==> config.mk <==
export PLATFORM = sky130hd
export DESIGN_NAME = store_packer_flat
export DESIGN_NICKNAME = d
export VERILOG_FILES = /design/src/rtl/store_packer_if.sv /design/src/rtl/store_packer.sv /design/src/flat_wrapper.sv
export SDC_FILE = /design/constraint.sdc
export NUM_CORES = 1
export LEC_CHECK = 0
export CORE_ASPECT_RATIO = 0.9
export CORE_UTILIZATION = 48
export DETAILED_ROUTE_END_ITERATION = 10
export GPL_ROUTABILITY_DRIVEN = 0
export HOLD_SLACK_MARGIN = 0.06
export PLACE_DENSITY = 0.8
export SKIP_CTS_REPAIR_TIMING = 1
export SLEW_MARGIN = 20
export SYNTH_ARGS = -nofsm -noshare
export SYNTH_HDL_FRONTEND = slang
export SYNTH_SLANG_ARGS = --single-unit
==> constraint.sdc <==
create_clock -name clk -period 7 [get_ports clk]
set_clock_uncertainty 0.1 [all_clocks]
set_input_delay 1.4 -clock clk [delete_from_list [all_inputs] [get_ports clk]]
set_output_delay 1.4 -clock clk [all_outputs]
set_load 0.1 [all_outputs]
==> src/rtl/store_packer_if.sv <==
// Bus bundle for store_packer: the request channel from execute and the
// write channel to data memory.
//
// Both channels use the same valid/ready rule. A transfer happens on a rising
// edge where valid && ready. The source holds valid and its payload stable
// until that transfer. Ready may change freely while valid is low.
interface store_packer_if;
  logic        req_valid;
  logic        req_ready;
  logic [31:0] req_inst;
  logic [31:0] req_addr;
  logic [31:0] req_data;

  logic        mem_valid;
  logic        mem_ready;
  logic [31:0] mem_addr;
  logic [31:0] mem_wdata;
  logic [3:0]  mem_wstrb;

  // Execute stage / memory model side.
  modport master (
    output req_valid, req_inst, req_addr, req_data,
    input  req_ready,
    input  mem_valid, mem_addr, mem_wdata, mem_wstrb,
    output mem_ready
  );

  // Packer side.
  modport slave (
    input  req_valid, req_inst, req_addr, req_data,
    output req_ready,
    output mem_valid, mem_addr, mem_wdata, mem_wstrb,
    input  mem_ready
  );
endinterface

==> src/rtl/store_packer.sv <==
// Store data path: packs sb/sh/sw data into byte lanes with strobes, buffers
// up to two writes (output register + skid), flags misaligned stores.
module store_packer #(
  parameter int CNT_W = 16
) (
  input  logic             clk,
  input  logic             rst,
  store_packer_if.slave    bus,
  output logic             misalign,
  output logic [31:0]      misalign_addr,
  output logic [CNT_W-1:0] store_count,
  output logic [1:0]       buf_state
);

  localparam logic [1:0] ST_EMPTY = 2'd0;
  localparam logic [1:0] ST_ONE   = 2'd1;
  localparam logic [1:0] ST_TWO   = 2'd2;

  localparam logic [6:0] OP_STORE = 7'b0100011;
  localparam logic [2:0] F3_SB    = 3'b000;
  localparam logic [2:0] F3_SH    = 3'b001;
  localparam logic [2:0] F3_SW    = 3'b010;

  logic [1:0]  state;
  logic [1:0]  state_nxt;
  logic        ready_q;

  logic [6:0]  opcode;
  logic [2:0]  funct3;
  logic        is_store;
  logic        is_misal;
  logic        accept_any;
  logic        acc;
  logic        fire;

  logic [31:0] pk_addr;
  logic [31:0] pk_wdata;
  logic [3:0]  pk_wstrb;

  logic [31:0] out_addr;
  logic [31:0] out_wdata;
  logic [3:0]  out_wstrb;
  logic [31:0] skid_addr;
  logic [31:0] skid_wdata;
  logic [3:0]  skid_wstrb;

  logic        unused_inst;
  assign unused_inst = ^{bus.req_inst[31:15], bus.req_inst[11:7]};

  always_comb begin
    opcode   = bus.req_inst[6:0];
    funct3   = bus.req_inst[14:12];
    is_store = (opcode == OP_STORE) &&
               ((funct3 == F3_SB) || (funct3 == F3_SH) || (funct3 == F3_SW));
    is_misal = ((funct3 == F3_SH) && bus.req_addr[0]) ||
               ((funct3 == F3_SW) && (bus.req_addr[1:0] != 2'b00));
  end

  // Illegal and misaligned requests still complete the handshake; only acc
  // allocates a buffer entry.
  assign accept_any = bus.req_valid && ready_q;
  assign acc        = accept_any && is_store && !is_misal;
  assign fire       = (state != ST_EMPTY) && bus.mem_ready;

  always_comb begin
    pk_addr  = {bus.req_addr[31:2], 2'b00};
    pk_wdata = bus.req_data;
    pk_wstrb = 4'b1111;
    case (funct3)
      F3_SB: begin
        pk_wdata = {4{bus.req_data[7:0]}};
        pk_wstrb = 4'b0001 << bus.req_addr[1:0];
      end
      F3_SH: begin
        pk_wdata = {2{bus.req_data[15:0]}};
        pk_wstrb = bus.req_addr[1] ? 4'b1100 : 4'b0011;
      end
      default: begin
        pk_wdata = bus.req_data;
        pk_wstrb = 4'b1111;
      end
    endcase
  end

  always_comb begin
    state_nxt = state;
    case (state)
      ST_EMPTY: if (acc) state_nxt = ST_ONE;
      ST_ONE: begin
        if (acc && !fire)      state_nxt = ST_TWO;
        else if (fire && !acc) state_nxt = ST_EMPTY;
        else                   state_nxt = ST_ONE;
      end
      ST_TWO:   if (fire) state_nxt = ST_ONE;
      default:  state_nxt = ST_EMPTY;
    endcase
  end

  // req_ready is registered from the next state, so TWO is never entered
  // with ready still high and no third entry is needed.
  always_ff @(posedge clk or posedge rst) begin
    if (rst) begin
      state   <= ST_EMPTY;
      ready_q <= 1'b1;
    end else begin
      state   <= state_nxt;
      ready_q <= (state_nxt != ST_TWO);
    end
  end

  always_ff @(posedge clk or posedge rst) begin
    if (rst) begin
      out_addr   <= 32'd0;
      out_wdata  <= 32'd0;
      out_wstrb  <= 4'd0;
      skid_addr  <= 32'd0;
      skid_wdata <= 32'd0;
      skid_wstrb <= 4'd0;
    end else begin
      case (state)
        ST_EMPTY: begin
          if (acc) begin
            out_addr  <= pk_addr;
            out_wdata <= pk_wdata;
            out_wstrb <= pk_wstrb;
          end
        end
        ST_ONE: begin
          if (acc && fire) begin
            out_addr  <= pk_addr;
            out_wdata <= pk_wdata;
            out_wstrb <= pk_wstrb;
          end else if (acc) begin
            skid_addr  <= pk_addr;
            skid_wdata <= pk_wdata;
            skid_wstrb <= pk_wstrb;
          end
        end
        ST_TWO: begin
          if (fire) begin
            out_addr  <= skid_addr;
            out_wdata <= skid_wdata;
            out_wstrb <= skid_wstrb;
          end
        end
        default: ;
      endcase
    end
  end

  always_ff @(posedge clk or posedge rst) begin
    if (rst) begin
      misalign      <= 1'b0;
      misalign_addr <= 32'd0;
    end else begin
      misalign <= accept_any && is_store && is_misal;
      if (accept_any && is_store && is_misal)
        misalign_addr <= bus.req_addr;
    end
  end

  always_ff @(posedge clk or posedge rst) begin
    if (rst)       store_count <= '0;
    else if (fire) store_count <= store_count + CNT_W'(1);
  end

  assign bus.req_ready = ready_q;
  assign bus.mem_valid = (state != ST_EMPTY);
  assign bus.mem_addr  = out_addr;
  assign bus.mem_wdata = out_wdata;
  assign bus.mem_wstrb = out_wstrb;
  assign buf_state     = state;

endmodule

==> src/flat_wrapper.sv <==
// flat-port wrapper written by rule: the top's interface ports become plain ports
module store_packer_flat 
#(
  parameter int CNT_W = 16
)
  (clk, rst, misalign, misalign_addr, store_count, buf_state, bus_req_valid, bus_req_inst, bus_req_addr, bus_req_data, bus_req_ready, bus_mem_valid, bus_mem_addr, bus_mem_wdata, bus_mem_wstrb, bus_mem_ready);
  store_packer_if bus_i ();
  input  logic clk;
  input  logic rst;
  output logic misalign;
  output logic [31:0] misalign_addr;
  output logic [CNT_W-1:0] store_count;
  output logic [1:0] buf_state;
  input wire logic [$bits(bus_i.req_valid)-1:0] bus_req_valid;
  input wire logic [$bits(bus_i.req_inst)-1:0] bus_req_inst;
  input wire logic [$bits(bus_i.req_addr)-1:0] bus_req_addr;
  input wire logic [$bits(bus_i.req_data)-1:0] bus_req_data;
  output wire logic [$bits(bus_i.req_ready)-1:0] bus_req_ready;
  output wire logic [$bits(bus_i.mem_valid)-1:0] bus_mem_valid;
  output wire logic [$bits(bus_i.mem_addr)-1:0] bus_mem_addr;
  output wire logic [$bits(bus_i.mem_wdata)-1:0] bus_mem_wdata;
  output wire logic [$bits(bus_i.mem_wstrb)-1:0] bus_mem_wstrb;
  input wire logic [$bits(bus_i.mem_ready)-1:0] bus_mem_ready;
  assign bus_i.req_valid = bus_req_valid;
  assign bus_i.req_inst = bus_req_inst;
  assign bus_i.req_addr = bus_req_addr;
  assign bus_i.req_data = bus_req_data;
  assign bus_req_ready = bus_i.req_ready;
  assign bus_mem_valid = bus_i.mem_valid;
  assign bus_mem_addr = bus_i.mem_addr;
  assign bus_mem_wdata = bus_i.mem_wdata;
  assign bus_mem_wstrb = bus_i.mem_wstrb;
  assign bus_i.mem_ready = bus_mem_ready;
  store_packer #(.CNT_W(CNT_W)) u_core (.clk(clk), .rst(rst), .bus(bus_i), .misalign(misalign), .misalign_addr(misalign_addr), .store_count(store_count), .buf_state(buf_state));
endmodule
==> impl_metrics.py <==
metrics = {
    "die": {
        "dieArea_sq_um": 17200,
        "die_w_um": 138,
        "rows": 44,
        "die_h_um": 125,
        "core_area_sq_um": 16200,
        "top_level_ports": 221,
        "start_util": 0.493,
    },
    "sta": {
        "relSlewSlack": 0.296,
        "finalHoldViolCount": 0,
        "fmax_mhz": 202,
        "setup_violations": 0,
        "finalSetupTns_ns": 0,
        "worst_slack_ns": 2.04,
        "worst_pin_slew_ns": 1.05,
        "fin_crit_sh": 0.708,
        "min_period_ns": 4.96,
        "rsz0062_at_grt": "no",
        "report.final.slew_viol_count": 0,
    },
    "synth": {
        "syn_area_per_cell_sq_um": 11.1,
        "synth_seq_area_share": 0.575,
        "ys_warn_count": 0,
        "ys_seq_elements": 184,
        "syn_inst": 721,
        "synthesis.area_sq_um": 8010,
        "synth_edf_count": 0,
        "yosys_most_used_dff": "dfrtp_1",
        "synthArstFlopShare": 1.00,
        "post_synth_num_cell_types": 45,
    },
    "routing": {
        "avgRoutedWirePerCell_um": 17.5,
        "viasPerCell": 5.53,
        "drt-initial-drc-count": 365,
        "dr.pass1.iters": 9,
        "routed_wl_mm": 19.5,
        "antenna_left": 0,
        "dr_total_vias": 6167,
        "drc": 22,
    },
    "power_and_ir_drop": {
        "powerDensity_nw_per_um2": 441,
        "ir_drop_uv": 207,
        "leakage_uw": 0.00467,
    },
    "clock_network": {
        "root_buffer": "clkbuf_16",
        "clk_pin_slew_worst_paths_ns": 0.07,
        "clock_path_buffers": 2,
        "cts_tree": "yes",
        "cts_sinks": 184,
        "htree_levels": 4,
        "cts_made_buffers": 17,
        "clk_latency_ns": 0.42,
    },
    "setup_path": {
        "startpoint": "bus_req_inst[12]",
        "rrSetupSlack_ns": 3.64,
        "crit_type": "in2reg",
        "reg2reg_to": "u_core.bus.mem_wstrb[2]$_DFFE_PP0P_",
        "critPathCapture": "u_core.bus.mem_wstrb[2]$_DFFE_PP0P_",
        "worstPathMaxFanout": 66,
        "required_ns": 7.20,
        "cp-start-kind": "input port",
        "timing.rr.start": "u_core.bus.req_ready$_DFF_PP1_",
        "arrival_ns": 5.16,
        "r2r_cells": 9,
        "endpoint_kind": "flip-flop",
    },
    "job": {
        "cap_violations": 0,
    },
    "finish": {
        "multiInputGateArea_sq_um": 3220,
        "drive_above_1_share": 0.161,
        "final_common_cell": "clkdlybuf4s50_1",
        "nNetsFinal": 999,
        "final_cell_mix": "clkdlybuf4s50_1, dfrtp_1, nand2_1, mux2_2, o21ai_0",
        "n_antenna_cell": 0,
        "fill_cells": 1261,
        "seq_area_sq_um": 4610,
        "syn_to_final_growth_pct": 33.4,
    },
    "place": {
        "place_ws_ns": 1.61,
        "portBuffers": 196,
        "hpwl_mm": 12.3,
    },
    "grt": {
        "grt_pass1_wl_mm": 32.5,
        "grt_start_max_net_pins": 95,
        "grt-ovfl-total": 0,
        "grt_pass1_vias": 6316,
        "grt_antenna_before_repair": 0,
        "grt.total_usage": 0.240,
    },
    "run_status": {
        "violations": "DRC",
        "status": "complete, but fails checks",
    },
    "hold_path": {
        "hold_depth": 2,
        "min_path_type": "reg2reg",
    },
}
-- worst max-delay path, cell delays in order --
cell and delay, ns:
clkdlybuf4s50_1 0.97, and4bb_2 0.32, a31o_2 0.22, nor2_1 0.15, ha_1 0.20, nor2b_1 0.08
a21oi_4 0.10, buf_4 0.43, and2_4 0.84, mux2_2 0.42
-- cell usage after synthesis, types with 2 or more instances --
| master | count | area share |
|---|---|---|
| buf_4 | 2 | 0.0019 |
| nor2b_1 | 2 | 0.0016 |
| xor2_1 | 6 | 0.0066 |
| nand2b_1 | 2 | 0.0016 |
| dfrtp_1 | 183 | 0.57 |
| and3_1 | 2 | 0.0016 |
| buf_6 | 2 | 0.0028 |
| nand2_1 | 151 | 0.071 |
| nor3_1 | 2 | 0.0012 |
| ha_1 | 3 | 0.0047 |
| buf_1 | 2 | 0.00094 |
| inv_1 | 3 | 0.0014 |
| buf_2 | 17 | 0.011 |
| and4_1 | 2 | 0.0022 |
| a31oi_1 | 38 | 0.030 |
| a22o_1 | 2 | 0.0022 |
| xnor2_1 | 10 | 0.011 |
| nand4_1 | 4 | 0.0031 |
| a21oi_1 | 43 | 0.027 |
| o21ai_0 | 65 | 0.041 |
| nand3_1 | 8 | 0.0050 |
| nor2_1 | 6 | 0.0028 |
| clkbuf_1 | 25 | 0.012 |
| mux2i_1 | 24 | 0.030 |
| mux2_2 | 97 | 0.14 |
-- layer usage --
| metal | vias to the layer above | global-route usage | part of all wire |
|---|---|---|---|
| met1 | 3090 | 0.305 | 0.44 |
| met3 | 19 | 0.0634 | 0.062 |
| li1 | 2869 | - | - |
| met2 | 189 | 0.405 | 0.49 |
| met5 | - | 0 | 0 |
| met4 | 0 | 0.0720 | 0.012 |
-- power breakdown --
group          leakage, uW  switching (uW)  internal, uW  total [uW]
Sequential         0.00238             123          1270        1390
Combinational      0.00203            1840           535        2380
Clock             0.000263             408           538         946
-- registers in the layout (all words and copies together), names as in the netlist --
signal	flops
u_core.misalign_addr	32
u_core.skid_wstrb	4
u_core.bus.req_ready	1
u_core.bus.mem_addr	30
u_core.bus.mem_wstrb	4
u_core.store_count	16
u_core.skid_wdata	32
u_core.bus.mem_wdata	32
u_core.buf_state	2
u_core.misalign	1
u_core.skid_addr	30
-- layout make-up --
class | count | area share
Multi-Input combinational cell | 486 | 0.301
Sequential cell | 184 | 0.431
Timing Repair Buffer | 203 | 0.188
Clock inverter | 10 | 0.0112
Tap cell | 207 | 0.0242
Clock buffer | 22 | 0.0425
Inverter | 4 | 0.00187
-- cell families (layout without fill, tap and decap cells) --
kind of cell	Yosys count	after routing	share of synthesized area
and+or+nand+nor	189	189	0.0993
AOI/OAI and AO/OA	155	155	0.107
buffers and inverters	52	239	0.0298
muxes	121	121	0.166
DFF	184	184	0.575
adders and majority gates	3	3	0.00469
xor gates and xnor gates	16	16	0.0175
other	1	2	0.000468
-- through the flow --
stage / power (uW) / hold slack (ns) / cells / instance area [sq um] / utilization
CTS: 4750 / 0.385 / 1116 / 10700 / 0.658
finish: 4720 / 0.381 / 1116 / 10700 / 0.658
detailed placement: 3790 / 0.371 / 1084 / 10100 / 0.623
floorplan: 3200 / 0.350 / 722 / 8010 / -
global placement: 3770 / 0.360 / 1084 / 10100 / 0.623
global route: 4880 / 0.408 / 1116 / 10700 / 0.658
-- worst min path at each step --
stage,start,endpoint
after floorplan,u_core.skid_wdata[10]$_DFFE_PP0P_,u_core.skid_wdata[10]$_DFFE_PP0P_
after global placement,u_core.store_count[15]$_DFFE_PP0P_,u_core.store_count[15]$_DFFE_PP0P_
after detailed placement,u_core.skid_wdata[8]$_DFFE_PP0P_,u_core.skid_wdata[8]$_DFFE_PP0P_
after CTS,u_core.skid_wdata[17]$_DFFE_PP0P_,u_core.skid_wdata[17]$_DFFE_PP0P_
after global routing,u_core.skid_wstrb[2]$_DFFE_PP0P_,u_core.skid_wstrb[2]$_DFFE_PP0P_
final,u_core.skid_wdata[19]$_DFFE_PP0P_,u_core.skid_wdata[19]$_DFFE_PP0P_
No activity file was read; power rests on OpenSTA's default activity.
==> RTL edit: new RTL, config.mk and constraints unchanged <==
`CNT_W` is set to 16 in 2 places; all go to 32.
--- a/src/rtl/store_packer.sv
+++ b/src/rtl/store_packer.sv
@@ -1,7 +1,7 @@
 // Store data path: packs sb/sh/sw data into byte lanes with strobes, buffers
 // up to two writes (output register + skid), flags misaligned stores.
 module store_packer #(
-  parameter int CNT_W = 16
+  parameter int CNT_W = 32
 ) (
   input  logic             clk,
   input  logic             rst,
--- a/src/flat_wrapper.sv
+++ b/src/flat_wrapper.sv
@@ -1,7 +1,7 @@
 // flat-port wrapper written by rule: the top's interface ports become plain ports
 module store_packer_flat 
 #(
-  parameter int CNT_W = 16
+  parameter int CNT_W = 32
 )
   (clk, rst, misalign, misalign_addr, store_count, buf_state, bus_req_valid, bus_req_inst, bus_req_addr, bus_req_data, bus_req_ready, bus_mem_valid, bus_mem_addr, bus_mem_wdata, bus_mem_wstrb, bus_mem_ready);
   store_packer_if bus_i ();
Interface: changed (resized store_count); port bits go from 221 to 237. The function was not compared with the original's and may differ.
==> RTL edit against the unedited design <==
Sequential power is 7% higher. Worst setup slack better by 0.24 ns. Synthesized cell count is 8.0% higher. Sequential cell count is 16 higher. Wire length is 10% higher. Power is 4.3% higher. Highest routed layer unchanged. Critical endpoint is now u_core.bus.mem_wdata[11]. Cell area is 9.0% higher. Area after synthesis is 8.7% higher.
==> RTL edit: results (changes against the unedited design) <==
Synth top cells by count - 199 x dfrtp_1, 155 x nand2_1, 97 x mux2_2
Synth Instances - 779 (+8.0%)
CP arrival - 4.94 ns (-0.22 ns)
H-Tree Depth - 4 (unchanged)
CTS root buf - clkbuf_16
YS warnings - 0 (unchanged)
Synth area leaders - dfrtp_1 57%, mux2_2 13%, nand2_1 6.7%
Ant diodes - 0 (unchanged)
Multiplexer share of the synthesized area - 15.3% (-1.3 points)
Input/output buffers - 212 (+8.2%)
Largest net degree at the start of global routing - 141 (+48%)
DRC viols - 0 (-100%)
Total number of vias - 6599 (+7.0%)
HPWL after detailed placement - 13.8 mm (+12%)
Overall Global Routing Usage - 23.9% (-0.19 points)
Hold crit path type - flip-flop to flip-flop
Clock buffer depth - 2 (unchanged)
Synth unique cells - 45 (unchanged)
Peak VDD IR - 0.000302 V (+46%)
DRT Pass-1 Iters - 5 (-4)
Final WL - 21.5 mm (+10%)
Total CTS buffers - 17 (unchanged)
Leakage power - 5.10 nW (+9.1%)
Main synth FF type - dfrtp_1
Area fraction in compound gates after synthesis - 9.75% (-0.93 points)
Post-Synth Adder-Cell Area - 0.431% (-0.038 points)
Asr flop ratio synth - 100% (unchanged)
Initial antenna violation count - 0 (unchanged)
Layout cells sized above 1 - 15.4% (-0.68 points)
Sequential-to-total area share from yosys stat - 57.5% (about the same)
Outcome - finished clean
Skew-Pair Late Insertion Delay - 0.43 ns
Detailed Route Iter0 Violations - 313 (-14%)
FILL cells - 1358 (+7.7%)
Clk pin slew, worst setup/hold paths - 0.07 ns (about the same)
Post-synthesis xor/xnor area fraction - 3.22% (+1.5 points)
Top fanout value on the critical path - 52 (-21%)
First-pass GRT wire length - 34.1 mm (+4.7%)
Vias in the first global route - 6565 (+3.9%)
Fin cells - 1222 (+9.5%)
Worst Max-Slew Pin Slew - 1.04 ns (-0.0140 ns)
Final #Nets - 1072 (+7.3%)
==> RTL edit: cells by family after synthesis <==
family,count (synthesis)
flops,200
simple gates,214
other cells,1
xor+xnor,32
mux,121
fa+ha+maj,3
compound gates,155
buf+inv,53
==> RTL edit: critical path, stage by stage <==
cell and delay [ns]:
clkdlybuf4s50_1 0.97, and4bb_2 0.32, a31oi_1 0.42, a21o_1 0.18, buf_4 0.41, and2_2 0.50
buf_12 0.32, mux2_2 0.38
==> RTL edit: worst paths after layout <==
check	slack (ns)	endpoint	from	cells past startpoint
setup / recovery	2.28	u_core.bus.mem_wdata[11]	bus_req_inst[12]	8
hold / removal	0.38	u_core.store_count[31]	u_core.store_count[31]	1
setup reg to reg	3.75	u_core.skid_addr[3]	u_core.buf_state[1]	8
hold reg to reg	0.38	u_core.store_count[31]	u_core.store_count[31]	1
max in group asynchronous	3.94	u_core.store_count[8]	rst	3
min in group asynchronous	1.47	u_core.store_count[25]	rst	2
==> RTL edit: final cells by class <==
type                       count  share of cell area, %
timing repair buffer         218                   18.7
inverter                       5                  0.226
sequential                   200                   43.0
tap                          240                   2.58
clock buffer                  21                   3.95
clock inverter                11                   1.39
multi-input combinational    527                   30.2
==> RTL edit: metrics by stage <==
stage                     util [%]  cell area [um2]  worst slack, ns  power (mW)
after global routing          65.9            11600             2.12        5.08
after detailed placement      62.4            11000             1.82        3.90
after CTS                     65.9            11600             2.26        4.95
after floorplan                  -             8710           0.0476        3.29
final                         65.9            11600             2.28        4.92
after global placement        62.4            11000             1.83        3.88
==> RTL edit: report_power, final <==
group	internal, mW	switching, mW
combinational	0.538	1.85
sequential	1.36	0.126
clock	0.591	0.449
==> RTL edit: per-layer routing <==
| layer | vias up | track usage [%] | part of all wire, % |
|---|---|---|---|
| met4 | 0 | 7.26 | 1.7 |
| met3 | 29 | 6.72 | 7.3 |
| met2 | 212 | 39.2 | 47 |
| met5 | - | 0 | 0 |
| met1 | 3252 | 30.7 | 44 |
| li1 | 3106 | - | - |
